`src/rtl/mem_arbiter.sv`:
```
// Arbiter sharing one single-port memory between instruction fetch and the
// load/store path, with a tag pipeline that routes fixed-latency read data home.
module mem_arbiter #(
  parameter int ADDR_W      = 32,
  parameter int DATA_W      = 32,
  parameter int MEM_LATENCY = 1
) (
  input  logic                  clk_i,
  input  logic                  rst_i,
  input  logic                  if_req_i,
  input  logic [ADDR_W-1:0]     if_addr_i,
  output logic                  if_gnt_o,
  output logic                  if_rvalid_o,
  output logic [DATA_W-1:0]     if_rdata_o,
  input  logic                  d_req_i,
  input  logic                  d_we_i,
  input  logic [DATA_W/8-1:0]   d_be_i,
  input  logic [ADDR_W-1:0]     d_addr_i,
  input  logic [DATA_W-1:0]     d_wdata_i,
  output logic                  d_gnt_o,
  output logic                  d_rvalid_o,
  output logic [DATA_W-1:0]     d_rdata_o,
  output logic                  mem_req_o,
  output logic                  mem_we_o,
  output logic [DATA_W/8-1:0]   mem_be_o,
  output logic [ADDR_W-1:0]     mem_addr_o,
  output logic [DATA_W-1:0]     mem_wdata_o,
  input  logic                  mem_gnt_i,
  input  logic [DATA_W-1:0]     mem_rdata_i
);

  localparam int BE_W = DATA_W / 8;

  // Handshake: a requester holds req and payload stable until it sees gnt in
  // the same cycle; a transfer happens on any cycle where gnt is high. The
  // response side (rvalid) is never back-pressured.

  logic                   last_d_q, last_d_d;
  logic [MEM_LATENCY-1:0] tag_vld_q, tag_vld_d;
  logic [MEM_LATENCY-1:0] tag_src_q, tag_src_d;
  logic                   any_req;
  logic                   sel_d;
  logic                   accept;

  always_comb begin
    any_req     = (if_req_i | d_req_i) & ~rst_i;
    // On a tie the port that did not win last gets the memory.
    sel_d       = d_req_i & (~if_req_i | ~last_d_q);
    accept      = any_req & mem_gnt_i;

    mem_req_o   = any_req;
    mem_addr_o  = if_addr_i;
    mem_we_o    = 1'b0;
    mem_be_o    = {BE_W{1'b1}};
    mem_wdata_o = '0;
    if (sel_d) begin
      mem_addr_o  = d_addr_i;
      mem_we_o    = d_we_i;
      mem_be_o    = d_be_i;
      mem_wdata_o = d_wdata_i;
    end

    if_gnt_o = accept & ~sel_d;
    d_gnt_o  = accept & sel_d;
  end

  always_comb begin
    last_d_d     = accept ? sel_d : last_d_q;
    tag_vld_d    = '0;
    tag_src_d    = '0;
    tag_vld_d[0] = accept;
    tag_src_d[0] = sel_d;
    for (int i = 1; i < MEM_LATENCY; i++) begin
      tag_vld_d[i] = tag_vld_q[i-1];
      tag_src_d[i] = tag_src_q[i-1];
    end
  end

  always_ff @(posedge clk_i) begin
    if (rst_i) begin
      last_d_q  <= 1'b1;
      tag_vld_q <= '0;
      tag_src_q <= '0;
    end else begin
      last_d_q  <= last_d_d;
      tag_vld_q <= tag_vld_d;
      tag_src_q <= tag_src_d;
    end
  end

  // The oldest tag lines up with the word the memory is returning now.
  always_comb begin
    if_rvalid_o = tag_vld_q[MEM_LATENCY-1] & ~tag_src_q[MEM_LATENCY-1];
    d_rvalid_o  = tag_vld_q[MEM_LATENCY-1] &  tag_src_q[MEM_LATENCY-1];
    if_rdata_o  = mem_rdata_i;
    d_rdata_o   = mem_rdata_i;
  end

endmodule
```
`config.mk`:
```
export PLATFORM = sky130hd
export DESIGN_NAME = mem_arbiter
export DESIGN_NICKNAME = d
export VERILOG_FILES = /design/src/rtl/mem_arbiter.sv
export SDC_FILE = /design/constraint.sdc
export NUM_CORES = 1
export LEC_CHECK = 0
export ABC_AREA = 1
export BUFFER_PORTS_ARGS = -buffer_cell sky130_fd_sc_hd__buf_2
export CAP_MARGIN = 15
export CORE_AREA = 2 2 106 108
export CTS_BUF_LIST = sky130_fd_sc_hd__clkbuf_4 sky130_fd_sc_hd__clkbuf_8
export CTS_CLUSTER_DIAMETER = 200
export CTS_CLUSTER_SIZE = 40
export DETAILED_ROUTE_END_ITERATION = 10
export DIE_AREA = 0 0 108 110
export GPL_TIMING_DRIVEN = 0
export SYNTH_ARGS = -nofsm -noshare
export SYNTH_HDL_FRONTEND = slang
export SYNTH_SLANG_ARGS = --single-unit
```
`constraint.sdc`:
```
create_clock -name clk_i -period 1.5 [get_ports clk_i]
set_input_delay 0 -clock clk_i [delete_from_list [all_inputs] [get_ports clk_i]]
set_output_delay 0 -clock clk_i [all_outputs]
set_load 0.005 [all_outputs]
```
* After elaboration in Yosys (flattened, before gate mapping) *
Cells that the tools add are included.

word-level totals
  input port bits = 138
  word-level logic and storage cells = 21
  bits in registers = 3
  output and inout bits = 138

operators by class
  bitwise logic cells = 14
  multiplexer cells = 4

operators by type and width
  cell               count
  2-to-1 mux 32 bit  2
  bitwise AND 1 bit  7
  NOT 1 bit          5
  2-to-1 mux 4 bit   1
  bitwise OR 1 bit   2
  2-to-1 mux 1 bit   1

* Logic depth before layout (Yosys ltp) *
Gate-level depths: netlist of run 1.

  depth in word-level cells = 5
  mapped depth = 6
  depth with buffers taken out = 5

* Worst setup path before layout of run 1 *
No wires, ideal clock.

  path kind = flip-flop to output port
  start point = reg last_d_q
  end point = out mem_be_o[0]
  arrival = 0.948 ns
  path buffers = 1
  data required time = 1.500 ns
  path slack = 0.552 ns
  cell stages (with the launch flop) = 5
  path through = dfxtp_1 -> a21oi_4 -> inv_2 -> buf_2 -> or2_1

on the way
  longest elaborated chain between the ends = 4

ends and longest elaborated chain
  element                   RTL line  text
  start: declaration        38        logic last_d_q, last_d_d;
  start signal: assignment  85        last_d_q <= last_d_d;
  NOT 1 bit                 48        sel_d = d_req_i & (~if_req_i | ~last_d_q);
  bitwise OR 1 bit          48
  bitwise AND 1 bit         48
  2-to-1 mux 4 bit          56        if (sel_d) begin
  end: declaration          25        output logic [DATA_W/8-1:0] mem_be_o,

Every way passes these cells.

* Final worst setup path of run 1 *
Ends and elaborated chain as after synthesis.

==> metrics.md, run 1 <==
| Metric | Value |
|---|---|
| Cells after Synth | 263 |
| Buf+Inv Stages, Crit Path | 3 |
| Endpoints failing setup | 0 |
| Max Fclk | roughly 700 MHz |
| Sequential share of the synthesized area | 4.57% |
| TNS Setup | 0 ns |
| Worst path max stage delay | 0.32 ns |
| Crit path kind | reg2out |
| Site Rows | 38 |
| CP max-delay cell | dfxtp_1 |
| Crit path max-delay family | buffers and inverters |
| Arrival time worst endpoint | 1.41 ns |
| Clock skew | 0.00000429 ns |
| Tot GR Track Use | 8.56% |
| I/O pin count | 276 |
| Routed Antenna Nets | 0 |
| Maximum vdd drop | about 0.25 mV |
| Crit. End Element | output pin |
| Worst-path fanout max | 10 |
| Status | completed |
| Port Buffers | 243 |
| Pwr Total | 1.07 mW |
| First-pass GRT wire length | just under 8000 microns |
| Commonest non-fill, non-tap cell in the layout | buf_2 |
| Relative slew slack | 86.6% |
| Pwr per Cell Area | 382 mW/mm^2 |
| Die area | 0.0119 sq mm |
| Multi-input gate area | 571 sq um |
| Total Wirelength | 6200 microns |
| Leak Pwr | 2.01 nW |
| Antenna diodes | 0 |
| Initial drt markers | 78 |
| CTS max path bufs | 2 |
| Via count | 2,233 |
| Die Wd | 108 microns |
| Minimum clock period | between 1 and 1.5 ns |
| Seq cells post-synth | 3 |
| Max-cap check violation count | 0 |
| Area Growth Syn to Fin | 112% |
| Clk_lat worst skew | 0.21 ns |
| DRT Pass-1 Iters | 4 |
| TritonCTS Sinks | 3 |
| DRC violations left | 0 |
| Worst-margin pin slew | 0.200 ns |
| Clock root buffer | clkbuf_8 |
| Period utilization | 93.7% |
| Initial cell density of the core | 12.3% |
| Final Hold Viols | 0 |
| DP HPWL | 5560 microns |
| Vias per cell | 3.42 |
| Total CTS buffers | 3 |
| Largest net degree at the start of global routing | 11 |
| Final nets | 651 |
| Synthesized Nets | 401 |
| Chip height | 110 microns |
| Avg Synthesized Cell Area | 5.00 sq um |
| CP required | 1.50 ns |
| Post-synthesis cell type count | 10 |
| Startpoint types | flip-flop |
| Initial antenna violation count | 0 |
| Core box area | 0.0107 sq mm |
| Worst path cell trace | a21oi_4, inv_4, buf_4, or2_1, buf_2 |
| Max Slew Vio Count | 0 |
| Placer Congestion | 0.737 |
| Worst Hold Class | in2reg |
| GRT Residual Overflow | 0 |
| Fillers | 1,263 |
| RSZ-0062 raised after global routing | false |
| H-tree depth | 1 |
| Register area | 60.1 sq um |
| CTS tree | yes |
| Vias in the first global route | 1,730 |
| Commonest non-fill, non-tap cells in the layout | buf_2, nand2_1, buf_4 |
| Yosys warnings | 0 |
| Util after Layout | 26.1% |
| Synthesized cell area | 0.00132 sq mm |
| Routed wire per std cell | 9.51 microns |
| Clock-pin transition on the worst setup and hold timing paths | 0.03 ns |
| Layout cells sized above 1 | 63.5% |
## metal layers
layer	share of wire [%]	wire length [microns]	GRT usage [%]
met3	11	707	1.88
met2	55	3390	17.7
met1	34	2090	8.88
met4	0.23	14	1.37
met5	0	0	0
## tightest hold or removal path, stage by stage
cell,delay (ns)
buf_2,0.09
nand3_1,0.09
nand3_1,0.07
## cells by family after synthesis
group,Yosys count,synth area share (%)
AND/OR/NAND/NOR,144,42.2
buffers and inverters,115,52.0
flip-flops,3,4.57
AO/OA/AOI/OAI,1,1.24
## final cells by class
cell class                      count  share of cell area, %
Tap cell                          140                   6.28
Multi-Input combinational cell    145                   20.5
Buffer                             74                   19.4
Clock buffer                        4                   1.75
Timing Repair Buffer              245                   44.4
Inverter                           41                   5.61
Sequential cell                     3                   2.15
## cell usage after synthesis
master,count,area (sq um)
inv_2,2,7.51
buf_2,10,50.1
nor2_1,38,143
inv_1,39,146
nand3_1,3,15.0
a21oi_4,1,16.3
buf_4,64,480
or2_1,4,25.0
nand2_1,99,372
dfxtp_1,3,60.1
## stage by stage
step,hold slack [ns],instance area (sq um),cells,setup slack [ns]
after CTS,0.0790,2780,652,-0.0132
after floorplan,0.0386,1320,263,0.552
after global routing,0.0913,2790,652,0.00649
final,0.0734,2790,652,0.0945
after detailed placement,0.166,2710,646,0.0713
after global placement,0.166,2710,646,0.0506
## final timing paths
| path | from | endpoint | slack [ns] | cells after the start |
|---|---|---|---|---|
| max | last_d_q$_SDFFE_PP1P_ | mem_be_o[0] | 0.09 | 5 |
| min | mem_gnt_i | last_d_q$_SDFFE_PP1P_ | 0.07 | 3 |
| max reg2reg | last_d_q$_SDFFE_PP1P_ | tag_src_q$_SDFF_PP0_ | 0.54 | 4 |
| min reg2reg | last_d_q$_SDFFE_PP1P_ | last_d_q$_SDFFE_PP1P_ | 0.51 | 2 |
## flip-flops by register name (all words and copies together), names as in the netlist
signal and cells:
last_d_q 1, tag_vld_q 1, tag_src_q 1
## power breakdown
group / switching, mW / internal, mW / leakage (nW) / total [mW]
Sequential: 0.00324 / 0.0851 / 0.0248 / 0.0884
Combinational: 0.305 / 0.422 / 1.96 / 0.726
Clock: 0.0526 / 0.199 / 0.0262 / 0.252
## repair_timing
action / 4_1_cts / 5_1_grt
buffers inserted: 1 / 0
pin swaps: 1 / 1
endpoints found under the hold margin: 1 / 0
gates cloned: 0 / 0
gates resized for setup: 2 / 4
setup endpoints to repair: 12 / 30
hold buffers: 1 / 0
(Power assumes the default switching activity.)
==> inputs of run 2 (changes only) <==
Settings changed: CTS_BUF_LIST sky130_fd_sc_hd__clkbuf_4 sky130_fd_sc_hd__clkbuf_8 to sky130_fd_sc_hd__clkbuf_16.
==> run 2 against run 1 <==
Effect of this change:
- sequential power hardly changed
- non-clock buffer count did not move
- clock-buffer cell count decreased by 1
- flip-flop and latch count did not move
- largest cell class unchanged
==> metrics.md, run 2 (synthesis results as in run 1) <==
| Metric | Value |
|---|---|
| Crit path kind | reg2out |
| Layout cells sized above 1 | 63.3% (-0.20 points) |
| Worst-margin pin slew | 0.201 ns (+0.000741 ns) |
| DRT Pass-1 Iters | 4 (unchanged) |
| Tot GR Track Use | 8.60% (+0.037 points) |
| Leak Pwr | 2.03 nW (+0.80%) |
| Worst Hold Class | in2reg |
| Placer Congestion | 0.737 (unchanged) |
| Routed wire per std cell | 9.53 microns (+0.24%) |
| Status | completed |
| Core box area | 0.0107 sq mm (unchanged) |
| Clock root buffer | clkbuf_16 |
| Placed instance count | 646 (unchanged) |
| Commonest non-fill, non-tap cells in the layout | buf_2, nand2_1, buf_4 |
| GRT Residual Overflow | 0 (unchanged) |
| Clk_lat worst skew | 0.22 ns (about the same) |
| Worst path cell trace | a21oi_4, inv_4, buf_4, or2_1, buf_2 |
| Minimum clock period | 1.41 ns (+0.00869 ns) |
| Post-route insts no fill | 652 (unchanged) |
| CTS max path bufs | 2 (unchanged) |
| Startpoint types | flip-flop |
| Final nets | 651 (unchanged) |
| Total CTS buffers | 3 (unchanged) |
| TritonCTS Sinks | 3 (unchanged) |
| Max Fclk | 707 MHz (-0.61%) |
| Largest regs | last_d_q x1, tag_src_q x1, tag_vld_q x1 |
| Antenna diodes | 0 (unchanged) |
| Pwr per Cell Area | 436 mW/mm^2 (+14%) |
| Vias in the first global route | 1,736 (+0.35%) |
| Arrival time worst endpoint | 1.41 ns (about the same) |
| Routed Antenna Nets | 0 (unchanged) |
| Crit. End Element | output pin |
| Fillers | 1,266 (+0.24%) |
| CP max-delay cell | dfxtp_1 |
| Site Rows | 38 (unchanged) |
| Max Slew Vio Count | 0 (unchanged) |
| DP HPWL | 5560 microns (unchanged) |
| Initial antenna violation count | 0 (unchanged) |
| Relative slew slack | 86.6% (about the same) |
| Worst R2R Path Depth | 4 (unchanged) |
| Final Hold Viols | 0 (unchanged) |
| Worst-path fanout max | 10 (unchanged) |
| Via count | 2,236 (+0.13%) |
| Area Growth Syn to Fin | 114% |
| Clock skew | 0.00000269 ns (-0.00000160 ns) |
| CP required | 1.50 ns (about the same) |
| Endpoints failing setup | 0 (unchanged) |
| CTS tree | yes |
| Worst path max stage delay | 0.32 ns (about the same) |
| Max-cap check violation count | 0 (unchanged) |
| Initial drt markers | 68 (-13%) |
| Clock-pin transition on the worst setup and hold timing paths | 0.03 ns (about the same) |
| DRC violations left | 0 (unchanged) |
| H-tree depth | 1 (unchanged) |
| Worst Hold Path Cells | 3 (unchanged) |
| Total Wirelength | 6210 microns (+0.24%) |
| Register area | 60.1 sq um (unchanged) |
| Vias per cell | 3.43 (+0.13%) |
| Die Wd | 108 microns (unchanged) |
| I/O pin count | 276 (unchanged) |
| Chip height | 110 microns (unchanged) |
| Multi-input gate area | 571 sq um (unchanged) |
| Tightest hold margin | 0.0684 ns (-0.00505 ns) |
| Largest net degree at the start of global routing | 11 (unchanged) |
| Initial cell density of the core | 12.3% (unchanged) |
| First-pass GRT wire length | 7960 microns (+0.52%) |
| TNS Setup | 0 ns (unchanged) |
| Reg2Reg Setup Slack | 0.53 ns (about the same) |
| RSZ-0062 raised after global routing | false |
| Commonest non-fill, non-tap cell in the layout | buf_2 |
| Port Buffers | 243 (unchanged) |
| Period utilization | 94.3% (+0.58 points) |
| Die area | 0.0119 sq mm (unchanged) |
| Maximum vdd drop | 0.405 mV (+61%) |
-- run 2: cell types whose count changed in the layout (fill, tap and decap cells not counted), sizes merged --
cell    previous run  this run
inv               41        42
clkbuf             7         6
-- run 2: area by class of cell --
class,instances,share of cell area (%)
tap,140,6.21
inverter,41,5.55
clock buffer,3,2.66
sequential,3,2.13
multi-input combinational,145,20.2
clock inverter,1,0.133
buffer,74,19.2
timing repair buffer,245,43.9
-- run 2: path summary, 6_finish.rpt --
kind,from,endpoint
worst min register to register,last_d_q$_SDFFE_PP1P_,last_d_q$_SDFFE_PP1P_
worst max register to register,last_d_q$_SDFFE_PP1P_,tag_src_q$_SDFF_PP0_
worst max-delay path,last_d_q$_SDFFE_PP1P_,mem_be_o[0]
worst min-delay path,mem_gnt_i,last_d_q$_SDFFE_PP1P_
-- run 2: critical path, delay by kind of cell, from the launching register on --
| kind | cells | cell delay [ns] |
|---|---|---|
| buffers and inverters | 3 | 0.42 |
| DFF | 1 | 0.32 |
| and+or+nand+nor | 1 | 0.25 |
| AOI/OAI and AO/OA | 1 | 0.21 |
-- run 2: per-layer routing --
metal	share of wire (%)	vias up	track usage, %
met2	55	146	17.7
met4	0.23	0	1.37
met3	11	2	1.88
met1	34	911	8.91
li1	-	1177	-
met5	0	-	0
-- run 2: timing repair --
action,in CTS,in global routing
buffers inserted,1,0
gates cloned,0,0
hold buffers,1,0
gates resized for setup,2,4
pin swaps,1,1
setup endpoints to repair,13,31
hold endpoints to repair,1,0
-- run 2: power by group --
group          leakage (nW)  internal [mW]  total [mW]  switching [mW]
clock network        0.0423          0.343       0.413          0.0699
logic                  1.96          0.422       0.727           0.305
registers            0.0248         0.0852      0.0885         0.00334
total                  2.03          0.850        1.23           0.378
-- run 2: stage by stage --
stage          setup slack [ns]  utilization [%]  cell area, sq um  power [mW]
2_1_floorplan             0.552                -              1320       0.426
3_3_place_gp             0.0506             25.3              2710       0.813
3_5_place_dp             0.0713             25.3              2710       0.817
4_1_cts                 -0.0170             26.2              2810        1.25
5_1_grt               0.0000131             26.4              2820        1.34
6_report                 0.0859             26.4              2820        1.23
==> inputs of run 3 (changes only) <==
==> constraint.sdc (replaced) <==
create_clock -name clk_i -period 1.5 [get_ports clk_i]
set_input_delay 0.225 -clock clk_i [delete_from_list [all_inputs] [get_ports clk_i]]
set_output_delay 0.225 -clock clk_i [all_outputs]
set_load 0.005 [all_outputs]
==> run 3 against run 2 <==
Effect of this change:
- maximum frequency down 10%
- utilization grew 1.2 points
- die area unchanged
- final cell count is 0.77% higher
- cell area increased by 4.6%
- combinational power up 7.6%
- the run now ends with negative setup slack left
- first-iteration DRC count shrank 8.8%
- clock-buffer cell count stayed put
==> metrics.md, run 3 (synthesis results as in run 1) <==
| Metric | Value |
|---|---|
| GRT Residual Overflow | 0 (unchanged) |
| Part of the power in the clock network | 32.3% (-1.3 points) |
| Post-route insts no fill | 657 (+0.77%) |
| Initial drt markers | 62 (-8.8%) |
| Pwr Total | 1.29 mW (+4.6%) |
| Critical Path End | mem_be_o[3] |
| TritonCTS Sinks | 3 (unchanged) |
| Violated checks | negative setup slack |
| Max Fclk | 635 MHz (-10%) |
| DRC violations left | 0 (unchanged) |
| Sequential fraction of design power | 6.9% (-0.3 points) |
| Antenna diodes | 0 (unchanged) |
| Via count | 2,256 (+0.89%) |
| Switching pwr | 0.393 mW (+4.0%) |
| Worst R2R Path Depth | 5 (+1) |
| Routed wire per std cell | 9.60 microns (+0.77%) |
| Die Wd | 108 microns (unchanged) |
| P_int | 0.892 mW (+4.9%) |
| Total Wirelength | 6310 microns (+1.5%) |
| Commonest non-fill, non-tap cells in the layout | buf_2, nand2_1, buf_4 |
| Worst reg2reg endpoint | last_d_q$_SDFFE_PP1P_ |
| First-pass GRT wire length | 8200 microns (+3.0%) |
| Die area | 0.0119 sq mm (unchanged) |
| Minimum clock period | 1.57 ns (+0.160 ns) |
| Crit. End Element | output pin |
| Initial antenna violation count | 0 (unchanged) |
| Leak Pwr | 2.08 nW (+2.7%) |
| Util after Layout | 27.6% (+1.2 points) |
| Worst Hold Class | in2reg |
| Maximum vdd drop | 0.344 mV (-15%) |
| Chip height | 110 microns (unchanged) |
| Reg2Reg Setup Slack | 0.43 ns (-0.10 ns) |
| CTS hold repair buffers | 0 (-1) |
| RSZ-0062 raised after global routing | true |
| Reg2reg start | last_d_q$_SDFFE_PP1P_ |
| Area after DPL | 0.00271 sq mm (unchanged) |
| Initial cell density of the core | 12.3% (unchanged) |
| Startpoint types | flip-flop |
| Clock root buffer | clkbuf_16 |
| CTS tree | yes |
| Largest net degree at the start of global routing | 11 (unchanged) |
| H-tree depth | 1 (unchanged) |
| Commonest non-fill, non-tap cell in the layout | buf_2 |
| DRT Pass-1 Iters | 3 (-1) |
| Comb power frac | 60.8% (+1.6 points) |
| Period utilization | 105% (+11 points) |
| Sw frac | 30.6% (-0.18 points) |
| Final nets | 656 (+0.77%) |
| Status | finished with violations |
| Endpoints failing setup | 41 (+41) |
| Fillers | 1,262 (-0.32%) |
| Setup slack after layout | -0.0745 ns (-0.160 ns) |
| Site Rows | 38 (unchanged) |
| Clock-pin transition on the worst setup and hold timing paths | 0.03 ns (about the same) |
| Placer Congestion | 0.737 (unchanged) |
| Relative slew slack | 86.7% (+0.17 points) |
| Vias in the first global route | 1,795 (+3.4%) |
| Worst-margin pin slew | 0.199 ns (-0.00249 ns) |
| Tot GR Track Use | 8.85% (+0.25 points) |
| Pwr per Cell Area | 436 mW/mm^2 (about the same) |
| Fin area | 0.00295 sq mm (+4.6%) |
| Vias per cell | 3.43 (+0.13%) |
| Clk_lat worst skew | 0.22 ns (about the same) |
| Largest regs | last_d_q x1, tag_src_q x1, tag_vld_q x1 |
| Routed Antenna Nets | 0 (unchanged) |
| CP startpoint | last_d_q$_SDFFE_PP1P_ |
| Core box area | 0.0107 sq mm (unchanged) |
| CP required | 1.27 ns (-0.23 ns) |
| Max-cap check violation count | 0 (unchanged) |
| Arrival time worst endpoint | 1.35 ns (-0.06 ns) |
| Placed instance count | 646 (unchanged) |
| I/O pin count | 276 (unchanged) |
| Max Slew Vio Count | 0 (unchanged) |
| Clock skew | 0.0000424 ns (+0.0000397 ns) |
| Final Hold Viols | 0 (unchanged) |
| Total CTS buffers | 3 (unchanged) |
| Layout cells sized above 1 | 65.4% (+2.1 points) |
| DP HPWL | 5560 microns (unchanged) |
| Port Buffers | 243 (unchanged) |
| Crit path kind | reg2out |
| Area Growth Syn to Fin | 124% |
| CTS max path bufs | 2 (unchanged) |
| Worst-path fanout max | 7 (-3) |
[run 3: cell count changes in the layout (fill, tap and decap cells not counted), sizes merged]
cell and delta:
clkbuf -3, buf +9, dlygate4sd3 -1
[run 3: cell type report]
class,instances,area [sq um],area share (%)
buffer,74,586,19.9
tap,140,175,5.94
clock inverter,1,3.75,0.127
clock buffer,3,75.1,2.55
inverter,41,156,5.31
timing repair buffer,250,1300,44.2
multi-input combinational,145,588,19.9
sequential,3,61.3,2.08
[run 3: stage by stage]
step                      hold WS [ns]  setup WS (ns)  setup TNS [ns]
after floorplan                  0.297          0.327               0
after global placement           0.433         -0.223           -2.10
after detailed placement         0.436         -0.203           -1.45
after CTS                        0.206         -0.146           -5.58
after global routing             0.214         -0.159           -6.87
final                            0.213        -0.0745           -1.14
[run 3: routing by layer]
metal,vias up,share of wire [%],global-route usage [%]
met2,141,55,18.1
met3,0,11,2.00
met4,0,0,1.65
met1,928,34,9.13
met5,-,0,0
li1,1187,-,-
[run 3: repair_timing]
action | 4_1_cts | 5_1_grt
setup buffers | 6 | 0
resized for setup | 23 | 13
setup endpoints to repair | 70 | 71
cloned | 1 | 0
pin swaps | 1 | 1
[run 3: power by group through the flow]
| stage | registers [mW] | logic (mW) | clock network, mW |
|---|---|---|---|
| 6_report | 0.0889 | 0.782 | 0.415 |
| 5_1_grt | 0.0894 | 0.877 | 0.442 |
| 4_1_cts | 0.0891 | 0.788 | 0.421 |
| 3_5_place_dp | 0.0895 | 0.728 | 0 |
| 3_3_place_gp | 0.0895 | 0.724 | 0 |
| 2_1_floorplan | 0.0888 | 0.338 | 0 |
[run 3: worst min path at each step]
| stage | startpoint | endpoint | slack, ns | depth (start not counted) |
|---|---|---|---|---|
| after floorplan | rst_i | tag_src_q$_SDFF_PP0_ | 0.30 | 1 |
| after global placement | rst_i | tag_src_q$_SDFF_PP0_ | 0.43 | 2 |
| after detailed placement | rst_i | tag_src_q$_SDFF_PP0_ | 0.44 | 2 |
| after CTS | rst_i | tag_src_q$_SDFF_PP0_ | 0.21 | 2 |
| after global routing | rst_i | tag_src_q$_SDFF_PP0_ | 0.21 | 2 |
| final | rst_i | tag_src_q$_SDFF_PP0_ | 0.21 | 2 |
[run 3: critical path, cell delays in order (launching register included)]
cell	delay, ns
dfxtp_2	0.32
a21oi_4	0.20
inv_4	0.10
buf_8	0.14
or2_1	0.23
buf_2	0.14
